$ cat src/rtl/dp_seq_pkg.sv
// Shared types and encodings for the datapath sequencer.
// CMP decode is compiled only when DPCTRL_CMP_EN is defined.
package dp_seq_pkg;

  typedef enum logic [2:0] {
    S_IDLE      = 3'd0,
    S_LOAD_A    = 3'd1,
    S_LOAD_B    = 3'd2,
    S_EXEC      = 3'd3,
    S_WRITE_REG = 3'd4,
    S_WRITE_IMM = 3'd5,
    S_DONE      = 3'd6
  } state_t;

  localparam logic [2:0] OPC_MOV = 3'b110;
  localparam logic [2:0] OPC_ALU = 3'b101;

  localparam logic [1:0] OP_MOV  = 2'b00;
  localparam logic [1:0] OP_MOVI = 2'b10;
  localparam logic [1:0] OP_ADD  = 2'b00;
  localparam logic [1:0] OP_CMP  = 2'b01;
  localparam logic [1:0] OP_AND  = 2'b10;
  localparam logic [1:0] OP_MVN  = 2'b11;

  localparam logic [1:0] ALU_ADD  = 2'b00;
  localparam logic [1:0] ALU_SUB  = 2'b01;
  localparam logic [1:0] ALU_AND  = 2'b10;
  localparam logic [1:0] ALU_NOTB = 2'b11;

  localparam int OPC_LSB = 13;
  localparam int OP_LSB  = 11;
  localparam int RN_LSB  = 8;
  localparam int RD_LSB  = 5;
  localparam int SH_LSB  = 3;
  localparam int RM_LSB  = 0;
  localparam int IMM_LSB = 0;

  function automatic logic [15:0] sext8(input logic [7:0] v);
    return {{8{v[7]}}, v};
  endfunction

endpackage

$ cat src/rtl/dp_instr_decode.sv
// Combinational instruction classifier: first FSM state and per-instruction flags.
// CMP (101/01) is recognised only when DPCTRL_CMP_EN is defined.
module dp_instr_decode
  import dp_seq_pkg::*;
(
  input  logic [2:0] opcode,
  input  logic [1:0] op,
  output state_t     first_state,
  output logic       has_write,
  output logic       illegal,
  output logic       is_cmp,
  output logic       is_mov,
  output logic [1:0] alu_op
);

  always_comb begin
    first_state = S_DONE;
    has_write   = 1'b0;
    illegal     = 1'b1;
    is_cmp      = 1'b0;
    is_mov      = 1'b0;
    alu_op      = ALU_ADD;
    if (opcode == OPC_MOV) begin
      case (op)
        OP_MOVI: begin
          first_state = S_WRITE_IMM;
          has_write   = 1'b1;
          illegal     = 1'b0;
        end
        OP_MOV: begin
          first_state = S_LOAD_B;
          has_write   = 1'b1;
          illegal     = 1'b0;
          is_mov      = 1'b1;
        end
        default: ;
      endcase
    end else if (opcode == OPC_ALU) begin
      case (op)
        OP_ADD: begin
          first_state = S_LOAD_A;
          has_write   = 1'b1;
          illegal     = 1'b0;
        end
        OP_AND: begin
          first_state = S_LOAD_A;
          has_write   = 1'b1;
          illegal     = 1'b0;
          alu_op      = ALU_AND;
        end
        OP_MVN: begin
          first_state = S_LOAD_B;
          has_write   = 1'b1;
          illegal     = 1'b0;
          alu_op      = ALU_NOTB;
        end
`ifdef DPCTRL_CMP_EN
        OP_CMP: begin
          first_state = S_LOAD_A;
          illegal     = 1'b0;
          is_cmp      = 1'b1;
          alu_op      = ALU_SUB;
        end
`endif
        default: ;
      endcase
    end
  end

endmodule

$ cat src/rtl/datapath_sequencer.sv
// Moore sequencer driving the lab datapath from one latched 16-bit instruction.
// Define DPCTRL_CMP_EN to decode CMP and drive loads; otherwise loads is tied low.
module datapath_sequencer
  import dp_seq_pkg::*;
(
  input  logic        clk,
  input  logic        reset_n,
  input  logic        start,
  input  logic [15:0] instr,
  output logic        busy,
  output logic        done,
  output logic        illegal,
  output logic [2:0]  readnum,
  output logic [2:0]  writenum,
  output logic        write,
  output logic        loada,
  output logic        loadb,
  output logic        loadc,
  output logic        loads,
  output logic        asel,
  output logic        vsel,
  output logic [1:0]  shift,
  output logic [1:0]  ALUop,
  output logic [15:0] datapath_in
);

  state_t      state_q, state_d;
  logic [15:0] instr_q, instr_d;

  logic        busy_q, busy_d, done_q, done_d, illegal_q, illegal_d;
  logic [2:0]  readnum_q, readnum_d, writenum_q, writenum_d;
  logic        write_q, write_d, loada_q, loada_d, loadb_q, loadb_d;
  logic        loadc_q, loadc_d, asel_q, asel_d, vsel_q, vsel_d;
  logic [1:0]  shift_q, shift_d, aluop_q, aluop_d;
  logic [15:0] dpin_q, dpin_d;
`ifdef DPCTRL_CMP_EN
  logic        loads_q, loads_d;
`endif

  state_t     dec_first;
  logic       dec_has_write, dec_illegal, dec_is_cmp, dec_is_mov;
  logic [1:0] dec_alu_op;

  // The decoder looks at the instruction that will be held after this edge,
  // so the first state can be chosen on the accepting edge itself.
  always_comb begin
    instr_d = instr_q;
    if (state_q == S_IDLE && start) instr_d = instr;
  end

  dp_instr_decode u_decode (
    .opcode      (instr_d[OPC_LSB +: 3]),
    .op          (instr_d[OP_LSB +: 2]),
    .first_state (dec_first),
    .has_write   (dec_has_write),
    .illegal     (dec_illegal),
    .is_cmp      (dec_is_cmp),
    .is_mov      (dec_is_mov),
    .alu_op      (dec_alu_op)
  );

  always_comb begin
    state_d = state_q;
    case (state_q)
      S_IDLE:      if (start) state_d = dec_first;
      S_LOAD_A:    state_d = S_LOAD_B;
      S_LOAD_B:    state_d = S_EXEC;
      S_EXEC:      state_d = dec_has_write ? S_WRITE_REG : S_DONE;
      S_WRITE_REG: state_d = S_DONE;
      S_WRITE_IMM: state_d = S_DONE;
      S_DONE:      state_d = S_IDLE;
      default:     state_d = S_IDLE;
    endcase
  end

  // Outputs are decoded from the next state so the registered copies line up
  // with the state register.
  always_comb begin
    busy_d     = (state_d != S_IDLE);
    done_d     = 1'b0;
    illegal_d  = 1'b0;
    readnum_d  = 3'd0;
    writenum_d = 3'd0;
    write_d    = 1'b0;
    loada_d    = 1'b0;
    loadb_d    = 1'b0;
    loadc_d    = 1'b0;
    asel_d     = 1'b0;
    vsel_d     = 1'b0;
    shift_d    = 2'b00;
    aluop_d    = 2'b00;
    dpin_d     = 16'h0000;
`ifdef DPCTRL_CMP_EN
    loads_d    = 1'b0;
`endif
    case (state_d)
      S_LOAD_A: begin
        readnum_d = instr_d[RN_LSB +: 3];
        loada_d   = 1'b1;
      end
      S_LOAD_B: begin
        readnum_d = instr_d[RM_LSB +: 3];
        loadb_d   = 1'b1;
      end
      S_EXEC: begin
        loadc_d = ~dec_is_cmp;
        asel_d  = dec_is_mov;
        shift_d = instr_d[SH_LSB +: 2];
        aluop_d = dec_alu_op;
`ifdef DPCTRL_CMP_EN
        loads_d = dec_is_cmp;
`endif
      end
      S_WRITE_REG: begin
        writenum_d = instr_d[RD_LSB +: 3];
        write_d    = 1'b1;
      end
      S_WRITE_IMM: begin
        writenum_d = instr_d[RN_LSB +: 3];
        vsel_d     = 1'b1;
        write_d    = 1'b1;
        dpin_d     = sext8(instr_d[IMM_LSB +: 8]);
      end
      S_DONE: begin
        done_d    = ~dec_illegal;
        illegal_d = dec_illegal;
      end
      default: ;
    endcase
  end

  always_ff @(posedge clk or negedge reset_n) begin
    if (!reset_n) begin
      state_q    <= S_IDLE;
      instr_q    <= 16'h0000;
      busy_q     <= 1'b0;
      done_q     <= 1'b0;
      illegal_q  <= 1'b0;
      readnum_q  <= 3'd0;
      writenum_q <= 3'd0;
      write_q    <= 1'b0;
      loada_q    <= 1'b0;
      loadb_q    <= 1'b0;
      loadc_q    <= 1'b0;
      asel_q     <= 1'b0;
      vsel_q     <= 1'b0;
      shift_q    <= 2'b00;
      aluop_q    <= 2'b00;
      dpin_q     <= 16'h0000;
`ifdef DPCTRL_CMP_EN
      loads_q    <= 1'b0;
`endif
    end else begin
      state_q    <= state_d;
      instr_q    <= instr_d;
      busy_q     <= busy_d;
      done_q     <= done_d;
      illegal_q  <= illegal_d;
      readnum_q  <= readnum_d;
      writenum_q <= writenum_d;
      write_q    <= write_d;
      loada_q    <= loada_d;
      loadb_q    <= loadb_d;
      loadc_q    <= loadc_d;
      asel_q     <= asel_d;
      vsel_q     <= vsel_d;
      shift_q    <= shift_d;
      aluop_q    <= aluop_d;
      dpin_q     <= dpin_d;
`ifdef DPCTRL_CMP_EN
      loads_q    <= loads_d;
`endif
    end
  end

  assign busy        = busy_q;
  assign done        = done_q;
  assign illegal     = illegal_q;
  assign readnum     = readnum_q;
  assign writenum    = writenum_q;
  assign write       = write_q;
  assign loada       = loada_q;
  assign loadb       = loadb_q;
  assign loadc       = loadc_q;
  assign asel        = asel_q;
  assign vsel        = vsel_q;
  assign shift       = shift_q;
  assign ALUop       = aluop_q;
  assign datapath_in = dpin_q;
`ifdef DPCTRL_CMP_EN
  assign loads       = loads_q;
`else
  assign loads       = 1'b0;
`endif

endmodule

$ cat config.mk
export PLATFORM = sky130hd
export DESIGN_NAME = datapath_sequencer
export DESIGN_NICKNAME = d
export VERILOG_FILES = /design/src/rtl/dp_seq_pkg.sv /design/src/rtl/dp_instr_decode.sv /design/src/rtl/datapath_sequencer.sv
export SDC_FILE = /design/constraint.sdc
export NUM_CORES = 1
export LEC_CHECK = 0
export CORE_MARGIN = 8
export CORE_UTILIZATION = 40
export CTS_BUF_LIST = sky130_fd_sc_hd__clkbuf_8
export DETAILED_ROUTE_END_ITERATION = 6
export PLACE_DENSITY_LB_ADDON = 0.3
export SYNTH_ARGS = -nofsm -noshare
export SYNTH_HDL_FRONTEND = slang
export SYNTH_SLANG_ARGS = --single-unit
$ cat constraint.sdc
create_clock -name clk -period 4.31 [get_ports clk]
set_input_delay 0.862 -clock clk [delete_from_list [all_inputs] [get_ports clk]]
set_output_delay 0.862 -clock clk [all_outputs]
set_load 0.02 [all_outputs]
Word level (Yosys, flattened, before mapping)
Index checks and enable logic that the tools add are counted.
- bits of input ports: 19
- output and inout bits: 36
- word-level logic and storage cells: 74
- flip-flop bits (word level): 54
- multiplexer cells: 34
- reduce and logical (&&, ||, !) cells: 8
- bitwise logic cells: 1
- equality and inequality tests: 15
- operators by type and width (kind ; number):
    16-bit 2-to-1 mux ; 2
    3-bit case mux with 2 select lines ; 4
    3-bit == test, second input constant ; 7
    1-bit 2-to-1 mux ; 18
    3-bit case mux with 5 select lines ; 1
    3-bit by 2-bit == test with 1-bit output, second input constant ; 4
    2-bit 2-to-1 mux ; 5
    3-bit 2-to-1 mux ; 3
    3-bit by 1-bit == test with 1-bit output, second input constant ; 2
    2-bit OR reduction ; 3
    2-bit == test, second input constant ; 2
    2-bit case mux with 2 select lines ; 1
    3-bit logical NOT ; 1
    3-bit nonzero test ; 1
    3-bit OR reduction ; 1
    2-bit logical NOT ; 1
    1-bit logical AND ; 1
    1-bit inverter ; 1

Depth between registers and ports, before layout
- depth in word-level cells: 13
- depth in mapped cells: 7
- depth with buffers taken out: 5

By module
A second synthesis with hierarchy kept.
- cell total of the unflattened synthesis: 157
- area, all modules: 1894.3 um2
- by module, submodules not included (module ; cells an instance ; times used ; area each (um2) ; seq. area each (um2)):
    datapath_sequencer ; 140 ; 1 ; 1778.0 ; 1151.1
    dp_instr_decode ; 17 ; 1 ; 116.4 ; 0.0

Worst setup path after synthesis
No wires, ideal clock.
- kind: input -> register
- from: in instr[12]
- to: reg readnum_q[1], in the netlist readnum[1]
- stages: 5
- library setup time: 0.064 ns
- path buffers: 0
- data required time: 4.246 ns
- setup slack: 2.366 ns
- arrival: 1.880 ns
- cells stage by stage: or3b_2 o221ai_1 a21boi_1 nor2_1 mux2_2
- word-level cells in the longest chain between the ends: 10
- elaborated cells on any way between the ends: 20
- those cells by class: eq/ne: 4; mux: 13; reduce/logical: 3
- RTL lines (what ; RTL line ; text):
    from (decl) ; datapath_sequencer.sv:9 ; input logic [15:0] instr,
    16-bit 2-to-1 mux (*) ; datapath_sequencer.sv:48 ; if (state_q == S_IDLE && start) instr_d = instr;
    2-bit == test, or another cell as far along ; dp_instr_decode.sv:24, dp_instr_decode.sv:39 ;
    2-bit OR reduction (no line) or 3-bit OR reduction (tied branches) ; -- ;
    3-bit case mux with 2 select lines or 1-bit 2-to-1 mux (tied branches) ; dp_instr_decode.sv:39 ; case (op)
    3-bit 2-to-1 mux or 1-bit 2-to-1 mux (tied branches) ; dp_instr_decode.sv:38 ; end else if (opcode == OPC_ALU) begin
    3-bit 2-to-1 mux or 1-bit 2-to-1 mux (tied branches) ; dp_instr_decode.sv:23 ; if (opcode == OPC_MOV) begin
    3-bit 2-to-1 mux or 2-bit 2-to-1 mux (tied branches) ; datapath_sequencer.sv:65, datapath_sequencer.sv:68 ;
    3-bit case mux with 5 select lines (*) ; datapath_sequencer.sv:64 ; case (state_q)
    3-bit by 2-bit == test with 1-bit output or 3-bit by 1-bit == test with 1-bit output (tied branches) ; datapath_sequencer.sv:96 ; case (state_d)
    3-bit case mux with 2 select lines (*) ; datapath_sequencer.sv:96 ;
    named net readnum_d[1] ; datapath_sequencer.sv:31 ; logic [2:0] readnum_q, readnum_d, writenum_q, writenum_d;
    to (signal assigned) ; datapath_sequencer.sv:159 ; readnum_q <= readnum_d;
    to (decl) ; datapath_sequencer.sv:31 ;
The timed path passes the listed nets; every way through them passes the cells marked *.

Worst setup path after layout
- from: in start
- to: reg readnum_q[2], in the netlist readnum[2]
- word-level cells in the longest chain between the ends: 11
- elaborated cells on any way between the ends: 23
- those cells by class: eq/ne: 6; mux: 13; reduce/logical: 4
- RTL lines (what ; RTL line ; text):
    from (decl) ; datapath_sequencer.sv:8 ; input logic start,
    1-bit logical AND ; datapath_sequencer.sv:48 ;
    16-bit 2-to-1 mux ; datapath_sequencer.sv:48 ;
    2-bit == test, or another cell as far along ; dp_instr_decode.sv:24, dp_instr_decode.sv:39 ;
    2-bit OR reduction (no line) or 3-bit OR reduction (tied branches) ; -- ;
    3-bit case mux with 2 select lines or 1-bit 2-to-1 mux (tied branches) ; dp_instr_decode.sv:39 ;
    3-bit 2-to-1 mux or 1-bit 2-to-1 mux (tied branches) ; dp_instr_decode.sv:38 ;
    3-bit 2-to-1 mux or 1-bit 2-to-1 mux (tied branches) ; dp_instr_decode.sv:23 ;
    3-bit 2-to-1 mux or 2-bit 2-to-1 mux (tied branches) ; datapath_sequencer.sv:65, datapath_sequencer.sv:68 ;
    3-bit case mux with 5 select lines ; datapath_sequencer.sv:64 ;
    3-bit by 2-bit == test with 1-bit output or 3-bit by 1-bit == test with 1-bit output (tied branches) ; datapath_sequencer.sv:96 ;
    3-bit case mux with 2 select lines (*) ; datapath_sequencer.sv:96 ;
    named net readnum_d[2] ; datapath_sequencer.sv:31 ;
Marked as above.

==> results.toml <==
[clocking]
post_cts_buffers = 0
post_cts_resized = 0
clkSinkCount = 46
insertion_delay_ns = 0.30
cts_tree = "done"
h-tree-depth = 2
clk_pin_slew_ns = 0.08
cts_hold_buf = 0
cts-root-buf = "clkbuf_8"
cts_buffers = 5
clock_path_buffers = 2

[critical_path]
cp_top_family = "buffers and inverters"
cp.depth = 6
start_kind = "primary input"
critical-path-slowest-cell = "clkdlybuf4s50_1"
crit_arrival_ns = 2.67
startpoint = "start"
crit_fanout = 6
reg2reg_setup_slack_ns = 2.41
cpPeakStageDelay_ns = 0.59
path_buf_inv = 1
end_kind = "register"
crit_required_ns = 4.50
worstSetupEndpoint = "readnum[2]$_DFF_PN0_"
r2r-start = "state_q[2]$_DFF_PN0_"
ff2ff_path_depth = 5
timing.rr.end = "writenum[0]$_DFF_PN0_"
critical_path_class = "primary input to register"
worstPathCellList = "clkdlybuf4s50_1 -> nor2b_1 -> o221ai_1 -> a21boi_1 -> nor2_1 -> mux2_2"

[floorplanning]
dieArea_um2 = 7430
initial_core_util_pct = 41.7
ios = 55
die_h_um = 86.2
core_um2 = 4720
die_x_um = 86.2
rows = 25

[logic_synthesis]
ys_top_cells_by_count = "dfrtp_1 (46), nand2_1 (18), nor2_1 (17)"
async_reset_ff_share_pct = 100
synth-edff-count = 0
ys_warn_count = 0
synth_top_area_share_pct = 58.4
syn_area_um2 = 1970
synthCells = 176
ys_seq_elements = 46
ys_types = 37
synth.avg_cell_area_um2 = 11.2
synth_nets = 195
yosysSeqAreaShare_pct = 58.4
synth_ff_type = "dfrtp_1"
yosysMostFrequentCell = "dfrtp_1"
ys_top_cells_by_area = "dfrtp_1 (58%), mux2i_1 (5.1%), mux2_2 (4.0%), buf_4 (3.8%), nand2_1 (3.4%)"
yosys.area.top_type = "dfrtp_1"

[route]
antenna_left = 0
drc = 0
drt-total-wl_um = 4100
avgRoutedWirePerCell_um = 14.1
num_vias = 1350
post_drt_via_cell_ratio = 4.64
drt_pass1_iterations = 4
drt_iter0_markers = 84

[global_route]
grt_max_degree = 47
grt_antenna_before_repair = 0
grt_pass1_vias = 1364
grt_pass1_wl_um = 6710
track_usage_pct = 11.6
overflow = 0

[placed_design]
dp_hpwl_um = 3050
port_buffers = 53
place_ws_ns = 1.54
globalplace.congestion = 0.838
placed_cell_area_um2 = 2480

[sta]
fmaxAchievable_ghz = 0.403
holdWs_ns = 0.504
worst_slack_ns = 1.83
fin_skew_ns = 0.00834
worstMarginPinSlew_ns = 0.964
finalCriticalPeriod_ns = 2.48
min_period_over_period_pct = 57.6
setup_viol = 0
hold_violations = 0
finalMaxSlewViolations = 0
rsz0062_at_grt = "no"
slew_headroom_pct = 35.7
finalSetupTns_ns = 0

[power]
power_density_nw_per_um2 = 566
p_leak_nw = 1.27
ir_worst_vdd_mv = 0.226

[final_layout]
final_area_um2 = 2570
synthToLayoutAreaGrowth_pct = 30.7
nets = 242
antenna-diode-count = 0
drive_gt1_share_pct = 10.7

[hold_path]
hold_path.class = "register to register"

[status]
outcome = "finished clean"

[job]
maxCapViolations = 0
worst reg2reg max path, stage by stage, from the launching register on:
cell and delay (ns):
dfrtp_1 0.51, nor3_4 0.30, nand2_4 0.22, or3_4 0.46, a21oi_4 0.20, o211a_1 0.17
cell families after synthesis:
group	count (synthesis)	synth area share [%]
AND/OR/NAND/NOR	63	16.8
flip-flops	46	58.4
buffers and inverters	29	7.87
AO/OA/AOI/OAI	19	7.24
multiplexers	17	9.08
XOR/XNOR	1	0.445
other	1	0.190
per-layer routing:
| metal | GRT usage [%] | share of wire (%) | vias to the layer above | wire, um |
|---|---|---|---|---|
| met3 | 3.50 | 6.3 | 7 | 257 |
| met5 | 0 | 0 | - | 0 |
| li1 | - | - | 665 | - |
| met2 | 19.2 | 51 | 39 | 2080 |
| met1 | 13.3 | 41 | 639 | 1690 |
| met4 | 5.63 | 1.7 | 0 | 70 |
worst min-delay path by stage:
stage | startpoint | endpoint | slack (ns) | depth (start not counted)
after global routing | instr_q[4]$_DFF_PN0_ | instr_q[4]$_DFF_PN0_ | 0.54 | 2
after CTS | instr_q[4]$_DFF_PN0_ | instr_q[4]$_DFF_PN0_ | 0.50 | 2
after detailed placement | instr_q[4]$_DFF_PN0_ | instr_q[4]$_DFF_PN0_ | 0.48 | 2
after floorplan | instr_q[3]$_DFF_PN0_ | instr_q[3]$_DFF_PN0_ | 0.45 | 2
after global placement | instr_q[4]$_DFF_PN0_ | instr_q[4]$_DFF_PN0_ | 0.47 | 2
final | instr_q[4]$_DFF_PN0_ | instr_q[4]$_DFF_PN0_ | 0.50 | 2
layout make-up:
| type | instances | area [um2] |
|---|---|---|
| multi-input cells | 101 | 664 |
| well taps | 67 | 83.8 |
| repair buffers | 53 | 526 |
| flip-flops and latches | 46 | 1150 |
| inverters | 16 | 60.1 |
| clock inverters | 3 | 21.3 |
| clock buffers | 5 | 68.8 |
| fillers | 423 | 2150 |
layout by cell type, fill, tap and decap left out, types with 2 or more instances in the layout:
cell / count
a21oi_1: 4
a31oi_1: 2
and2_1: 2
and3_1: 3
clkbuf_8: 5
clkdlybuf4s50_1: 52
dfrtp_1: 46
inv_1: 16
mux2_2: 7
mux2i_1: 10
nand2_1: 18
nand2b_1: 3
nand3_1: 3
nand3b_1: 2
nor2_1: 17
nor2b_1: 3
nor3_1: 4
o211a_1: 3
o21ai_0: 4
state kept, by name (all words and copies together), names as in the netlist, 2 cells and up:
register	flops
instr_q	16
datapath_in	8
readnum	3
state_q	3
writenum	3
ALUop	2
shift	2
per-stage QoR:
stage	utilization (%)	power [mW]	instances
floorplan	-	1.02	176
global placement	52.6	1.20	283
detailed placement	52.6	1.21	283
CTS	54.5	1.48	291
global route	54.5	1.56	291
finish	54.5	1.46	291
power breakdown:
part | switching, mW | internal (mW) | leakage, nW
sequential | 0.0822 | 0.561 | 0.596
combinational | 0.312 | 0.243 | 0.634
clock | 0.145 | 0.114 | 0.0441
Note: power is estimated with default switching activity, not from simulation.
